==> src/rtl/wb_cmd_master.sv <==
// Wishbone classic initiator: one valid/ready command becomes one bus read or write,
// answered on a valid/ready response port; a watchdog aborts cycles a slave never answers.
module wb_cmd_master #(
  parameter int unsigned ADDR_W  = 32,
  parameter int unsigned DATA_W  = 32,
  parameter int unsigned TIMEOUT = 200
) (
  input  logic                clk,
  input  logic                rst,
  input  logic                cmd_valid,
  output logic                cmd_ready,
  input  logic                cmd_we,
  input  logic [ADDR_W-1:0]   cmd_adr,
  input  logic [DATA_W-1:0]   cmd_dat,
  input  logic [DATA_W/8-1:0] cmd_sel,
  output logic                rsp_valid,
  input  logic                rsp_ready,
  output logic [DATA_W-1:0]   rsp_dat,
  output logic                rsp_err,
  output logic                rsp_to,
  output logic                wbm_cyc_o,
  output logic                wbm_stb_o,
  output logic                wbm_we_o,
  output logic [ADDR_W-1:0]   wbm_adr_o,
  output logic [DATA_W-1:0]   wbm_dat_o,
  output logic [DATA_W/8-1:0] wbm_sel_o,
  input  logic [DATA_W-1:0]   wbm_dat_i,
  input  logic                wbm_ack_i,
  input  logic                wbm_err_i
);

  localparam int unsigned SEL_W = DATA_W / 8;
  localparam logic [7:0] TO_LIMIT = 8'(TIMEOUT);

  typedef enum logic [1:0] {
    IDLE,
    BUS,
    RESP
  } state_e;

  state_e              state_q, state_d;
  logic                cyc_q, cyc_d;
  logic                stb_q, stb_d;
  logic                we_q, we_d;
  logic [ADDR_W-1:0]   adr_q, adr_d;
  logic [DATA_W-1:0]   dat_q, dat_d;
  logic [SEL_W-1:0]    sel_q, sel_d;
  logic [DATA_W-1:0]   rsp_dat_q, rsp_dat_d;
  logic                rsp_err_q, rsp_err_d;
  logic                rsp_to_q, rsp_to_d;
  logic [7:0]          wd_q, wd_d;

  assign cmd_ready = (state_q == IDLE);
  assign rsp_valid = (state_q == RESP);

  assign wbm_cyc_o = cyc_q;
  assign wbm_stb_o = stb_q;
  assign wbm_we_o  = we_q;
  assign wbm_adr_o = adr_q;
  assign wbm_dat_o = dat_q;
  assign wbm_sel_o = sel_q;
  assign rsp_dat   = rsp_dat_q;
  assign rsp_err   = rsp_err_q;
  assign rsp_to    = rsp_to_q;

  always_comb begin
    state_d   = state_q;
    cyc_d     = cyc_q;
    stb_d     = stb_q;
    we_d      = we_q;
    adr_d     = adr_q;
    dat_d     = dat_q;
    sel_d     = sel_q;
    rsp_dat_d = rsp_dat_q;
    rsp_err_d = rsp_err_q;
    rsp_to_d  = rsp_to_q;
    wd_d      = wd_q;
    case (state_q)
      IDLE: begin
        if (cmd_valid) begin
          we_d    = cmd_we;
          adr_d   = cmd_adr;
          dat_d   = cmd_dat;
          sel_d   = cmd_sel;
          cyc_d   = 1'b1;
          stb_d   = 1'b1;
          wd_d    = '0;
          state_d = BUS;
        end
      end
      BUS: begin
        // err takes priority over a simultaneous ack
        if (wbm_err_i) begin
          cyc_d     = 1'b0;
          stb_d     = 1'b0;
          rsp_dat_d = '0;
          rsp_err_d = 1'b1;
          rsp_to_d  = 1'b0;
          state_d   = RESP;
        end else if (wbm_ack_i) begin
          cyc_d     = 1'b0;
          stb_d     = 1'b0;
          rsp_dat_d = we_q ? '0 : wbm_dat_i;
          rsp_err_d = 1'b0;
          rsp_to_d  = 1'b0;
          state_d   = RESP;
        end else if (wd_q + 8'd1 == TO_LIMIT) begin
          cyc_d     = 1'b0;
          stb_d     = 1'b0;
          rsp_dat_d = '0;
          rsp_err_d = 1'b1;
          rsp_to_d  = 1'b1;
          state_d   = RESP;
        end else begin
          wd_d = wd_q + 8'd1;
        end
      end
      RESP: begin
        if (rsp_ready) state_d = IDLE;
      end
      default: state_d = IDLE;
    endcase
  end

  always_ff @(posedge clk or negedge rst) begin
    if (!rst) begin
      state_q   <= IDLE;
      cyc_q     <= 1'b0;
      stb_q     <= 1'b0;
      we_q      <= 1'b0;
      adr_q     <= '0;
      dat_q     <= '0;
      sel_q     <= '0;
      rsp_dat_q <= '0;
      rsp_err_q <= 1'b0;
      rsp_to_q  <= 1'b0;
      wd_q      <= '0;
    end else begin
      state_q   <= state_d;
      cyc_q     <= cyc_d;
      stb_q     <= stb_d;
      we_q      <= we_d;
      adr_q     <= adr_d;
      dat_q     <= dat_d;
      sel_q     <= sel_d;
      rsp_dat_q <= rsp_dat_d;
      rsp_err_q <= rsp_err_d;
      rsp_to_q  <= rsp_to_d;
      wd_q      <= wd_d;
    end
  end

endmodule
==> config.mk <==
export PLATFORM = sky130hd
export DESIGN_NAME = wb_cmd_master
export DESIGN_NICKNAME = d
export VERILOG_FILES = /design/src/rtl/wb_cmd_master.sv
export SDC_FILE = /design/constraint.sdc
export NUM_CORES = 1
export LEC_CHECK = 0
export CAP_MARGIN = 0
export CORE_MARGIN = 1
export CORE_UTILIZATION = 45
export CTS_BUF_LIST = sky130_fd_sc_hd__clkbuf_4
export DETAILED_ROUTE_END_ITERATION = 12
export GPL_TIMING_DRIVEN = 0
export PLACE_DENSITY_LB_ADDON = 0.1
export SYNTH_ARGS = -nofsm -noshare
export SYNTH_HDL_FRONTEND = slang
export SYNTH_SLANG_ARGS = --single-unit
==> constraint.sdc <==
create_clock -name clk -period 3.6 [get_ports clk]
set_clock_uncertainty 0.1 [all_clocks]
set_input_delay 0.72 -clock clk [delete_from_list [all_inputs] [get_ports clk]]
set_output_delay 0.72 -clock clk [all_outputs]
set_load 0.01 [all_outputs]
==> results.cfg, run 1 <==
[outcome]
outcome = complete, no violations

[clock_tree]
clk_latency_ns = 0.49
cts_buffer_depth = 2
cts_resized = 0
postCtsHoldBufs = 0
numCtsBuffers = 17
htreeDepth = 4
root_buffer = clkbuf_4
cts_setup_buffers = 0
cts.clk_slew.worst_paths_ns = 0.11
cts_tree = done
cts_sinks = 114

[logic_synthesis]
netlist_area_sq_um = 4440
syn_area_per_cell_sq_um = 14.9
syn_inst = 298
yosysMostFrequentCell = dfrtp_1
synth_commonest_cells = dfrtp_1, mux2_2, a22o_1
synth.yosys.seq_area_share_pct = 64.2
synth_async_sr_flop_share_pct = 100
synth_area_leaders = dfrtp_1, mux2_2, a22o_2, a22o_1, buf_6
synth_cell_types = 37
syn_nets = 406
yosysWarnings = 0
synth_top_area_share_pct = 64.2
yosys.area.top_type = dfrtp_1
synth-seq-cells = 114
synth_edf_count = 0
ys.flop_type = dfrtp_1

[sta]
setup_viol = 0
grt_setup_unrepaired = false
tightest_slew_ns = 0.749
holdWs_ns = 0.174
maxClockFrequency_ghz = 0.399
relSlewSlack_pct = 50.1
min_period_ns = 2.50
hold_viol = 0
final.setup.worst_slack_ns = 1.10
fin_crit_sh_pct = 69.6
slew_violations = 0

[drt]
via_per_inst = 5.07
drt_first_pass_iters = 4
ant_nets = 0
routed_wl_mm = 11.5
vias = 3415
drc = 0
drtIter0Drc = 57
wl_per_cell_um = 17.1

[power_and_ir_drop]
switching_power_mw = 1.82
leakage_nw = 3.01
p_comb_share_pct = 45.1
p_int_mw = 3.95
power_frac_seq_pct = 37.3
p_total_mw = 5.77
p_sw_share_pct = 31.6
cellPowerDensity_nw_per_um2 = 816
clockPowerShare_pct = 17.5
ir_worst_vdd_mv = 0.575

[placement]
gp_congestion = 0.828
numPlacedInstances = 641
hpwl_mm = 8.70
place_ws_ns = 0.960
place_area_sq_um = 6760
port_buffers = 213

[setup_path]
timing.rr.start = wd_q[0]
worstSetupEndpointType = primary output
cp.required_ns = 2.78
crit_fanout = 4
reg2reg_to = rsp_dat[22]
start_kind = flip-flop
r2r_cells = 7
crit_end = cmd_ready
r2r_slack_ns = 1.31
crit_arrival_ns = 1.68
crit_start = state_q[1]
critPathKind = reg2out

[floorplanning]
die_w_um = 101
rows = 35
die-area_sq_um = 10300
initial_utilization_pct = 47.2
die_y_um = 101
ios = 214
coreArea_sq_um = 9420

[global_route]
grt_overflow_total = 0
antenna_found_initial = 0
grt_first_pass_wirelength_mm = 17.8
grt_usage_pct = 23.3
first_global_vias = 3558
grt_max_degree = 59

[finish]
layoutNonFillerInstCount = 673
drive_gt1_share_pct = 24.8
area_delta_synth_final_pct = 59.1
fin_area_sq_um = 7070
diodes = 0
finalNetCount = 639

[worst_hold_path]
hold_class = in2async

[flow_run]
drv_cap = 0
## power by group through the flow
stage	Clock [mW]	Combinational, mW	Sequential [mW]
3_3_place_gp	0	2.58	2.15
3_5_place_dp	0	2.63	2.18
6_report	1.01	2.61	2.16
5_1_grt	1.10	2.77	2.22
4_1_cts	1.04	2.64	2.16
2_1_floorplan	0	0.863	2.41
## worst min-delay path by stage
stage           startpoint             to  slack (ns)
5_1_grt                rst  wbm_adr_o[31]        0.20
3_5_place_dp   rsp_dat[24]    rsp_dat[24]        0.38
3_3_place_gp   rsp_dat[21]    rsp_dat[21]        0.38
6_report               rst  wbm_adr_o[31]        0.17
2_1_floorplan          rst     rsp_dat[0]        0.32
4_1_cts                rst  wbm_adr_o[31]        0.17
## routing by layer
layer  vias up  part of all wire, %  global-route usage (%)
li1       1560                    -                       -
met1      1702                   37                    25.5
met2       136                   51                    39.5
met5         -                    0                       0
met4         0                  1.8                    9.92
met3        17                   10                    10.2
## cells in the final DEF, fill, tap and decap left out, types with 3 or more instances in the layout
cell type	instances
clkinv_4	4
a21oi_1	4
o31ai_1	4
clkdlybuf4s50_1	212
buf_2	8
nor2_1	7
clkinvlp_4	3
o21ai_0	7
dfrtp_1	114
clkbuf_1	5
bufinv_16	3
nand2_1	10
and3_1	3
mux2_2	70
inv_6	3
buf_6	4
a22o_1	17
clkbuf_4	17
a22o_2	15
## final cells by class
type | count | area, sq um
Buffer | 18 | 111
Clock buffer | 17 | 128
Clock inverter | 15 | 183
Fill cell | 631 | 2340
Inverter | 2 | 7.51
Multi-Input combinational cell | 164 | 1470
Sequential cell | 114 | 2850
Tap cell | 129 | 161
Timing Repair Buffer | 214 | 2160
## flip-flops by register name, indices dropped and copies added, names as in the netlist
signal,count
state_q,2
wbm_stb_o,1
wbm_adr_o,32
rsp_dat,32
rsp_to,1
wd_q,8
wbm_dat_o,32
rsp_err,1
wbm_we_o,1
wbm_sel_o,4
## worst max-delay path, cell delays in order, from the launching register on
cell and delay, ns:
dfrtp_1 0.42, nor2_1 0.20, clkdlybuf4s50_1 0.58
## metrics by stage
stage	TNS [ns]	util (%)
global placement	-292.75	71.6
CTS	0	75.1
finish	0	75.1
detailed placement	0	71.8
global route	0	75.1
floorplan	0	-
## logic make-up after synthesis
kind of cell,Yosys count,share of synthesized area (%)
flops,114,64.2
mux,72,18.2
compound gates,57,10.8
simple gates,34,3.83
buf+inv,20,2.67
fa+ha+maj,1,0.281
(Power assumes the default switching activity.)
==> run 2: changes to the inputs <==
--- a/config.mk
+++ b/config.mk
@@ -7,7 +7,7 @@
 export LEC_CHECK = 0
 export CAP_MARGIN = 0
 export CORE_MARGIN = 1
-export CORE_UTILIZATION = 45
+export CORE_UTILIZATION = 38
 export CTS_BUF_LIST = sky130_fd_sc_hd__clkbuf_4
 export DETAILED_ROUTE_END_ITERATION = 12
 export GPL_TIMING_DRIVEN = 0
==> constraint.sdc (replaced) <==
create_clock -name clk -period 2.2 [get_ports clk]
set_clock_uncertainty 0.1 [all_clocks]
set_input_delay 0.44 -clock clk [delete_from_list [all_inputs] [get_ports clk]]
set_output_delay 0.44 -clock clk [all_outputs]
set_load 0.01 [all_outputs]
==> results.cfg, run 2 (synthesis gave the netlist of run 1 again) <==
[global_route]
grt_usage_pct = 19.4
first_global_vias = 3499
grt_first_pass_wirelength_mm = 17.3
grt_overflow_total = 0
grt_max_degree = 67
antenna_found_initial = 0

[placement]
port_buffers = 213
place_area_sq_um = 6780
numPlacedInstances = 655
hpwl_mm = 8.64
gp_congestion = 0.808

[clock_tree]
htreeDepth = 4
clk_latency_ns = 0.50
cts.clk_slew.worst_paths_ns = 0.10
cts_sinks = 114
root_buffer = clkbuf_4
cts_tree = done
cts_buffer_depth = 2
numCtsBuffers = 17

[setup_path]
cp.required_ns = 2.48
worstSetupEndpointType = flip-flop
crit_arrival_ns = 2.50
r2r_slack_ns = -0.02
reg2reg_to = rsp_dat[9]
timing.rr.start = wd_q[0]
r2r_cells = 8
critPathKind = reg2reg
crit_end = rsp_dat[9]
crit_start = wd_q[0]
crit_fanout = 7
start_kind = flip-flop

[finish]
final_common_cell = clkdlybuf4s50_1
diodes = 0
layoutNonFillerInstCount = 697
area_delta_synth_final_pct = 62.6
drive_gt1_share_pct = 27.3
layout_common_cells = clkdlybuf4s50_1, dfrtp_1, mux2_2
fin_area_sq_um = 7220
finalNetCount = 649
utilization_pct = 63.3

[sta]
setup_viol = 12
slew_violations = 0
relSlewSlack_pct = 66.7
maxClockFrequency_ghz = 0.450
fin_crit_sh_pct = 101
hold_viol = 0
min_period_ns = 2.22
final.setup.worst_slack_ns = -0.0222
tightest_slew_ns = 0.500
setup_tns_ns = -0.105

[floorplanning]
coreArea_sq_um = 11400
die_w_um = 110
die-area_sq_um = 12100
rows = 39
initial_utilization_pct = 38.9
die_y_um = 110
ios = 214

[drt]
vias = 3430
via_per_inst = 4.92
drc = 0
wl_per_cell_um = 16.9
drtIter0Drc = 103
routed_wl_mm = 11.8
ant_nets = 0
drt_first_pass_iters = 6

[outcome]
violations = negative setup slack
outcome = finished, violations left

[power_and_ir_drop]
cellPowerDensity_nw_per_um2 = 1310
leakage_nw = 3.08
ir_worst_vdd_mv = 0.750

[flow_run]
drv_cap = 0

[worst_hold_path]
hold_class = in2async
==> run 2: area by class of cell <==
cell class	count	area, sq um
fill	919	4190
sequential	114	2850
timing repair buffer	224	2260
multi-input combinational	164	1520
tap	143	179
clock buffer	20	150
clock inverter	12	140
buffer	18	116
inverter	2	7.51
==> run 2: critical path: stages, from the launching register on <==
cell      delay, ns
dfrtp_1        0.45
ha_4           0.21
nor3b_2        0.20
o2111a_1       0.26
o2111a_2       0.31
o21ai_4        0.09
buf_12         0.14
buf_6          0.12
a22o_2         0.21
==> run 2: per-stage QoR <==
stage | hold slack [ns] | worst slack (ns) | power [mW]
final | 0.329 | -0.0222 | 9.48
after global routing | 0.331 | -0.0646 | 10.1
after CTS | 0.313 | 0.000145 | 9.50
after detailed placement | 0.311 | -0.272 | 7.87
after global placement | 0.383 | -3.85 | 7.76
after floorplan | 0.0444 | 0.140 | 5.36
==> run 2: where the power goes <==
group | internal, mW | total, mW | switching (mW) | leakage [nW]
Combinational | 2.73 | 4.36 | 1.63 | 1.52
Clock | 0.810 | 1.58 | 0.766 | 0.154
Sequential | 3.02 | 3.54 | 0.520 | 1.41
Total | 6.56 | 9.48 | 2.92 | 3.08
==> run 2: routing by layer <==
layer / global-route usage (%) / share of wire (%)
met1: 21.6 / 39
met2: 31.5 / 48
met3: 9.41 / 10
met4: 8.65 / 1.9
met5: 0 / 0
==> run 2: worst min path at each step <==
stage                      from           end  slack (ns)  cells after the start
finish                      rst  wbm_adr_o[1]        0.33                      2
global placement    rsp_dat[21]   rsp_dat[21]        0.38                      1
floorplan                   rst    rsp_dat[0]        0.04                      0
CTS                         rst       wd_q[5]        0.31                      2
detailed placement          rst  wbm_adr_o[1]        0.31                      1
global route                rst       wd_q[5]        0.33                      2
==> run 2: timing repair <==
action	4_1_cts	5_1_grt
setup buffers	1	6
resized for setup	4	16
pin swaps	1	2
hold endpoints to repair	48	0
setup endpoints to repair	52	36
hold buffers	1	0
gates cloned	0	2
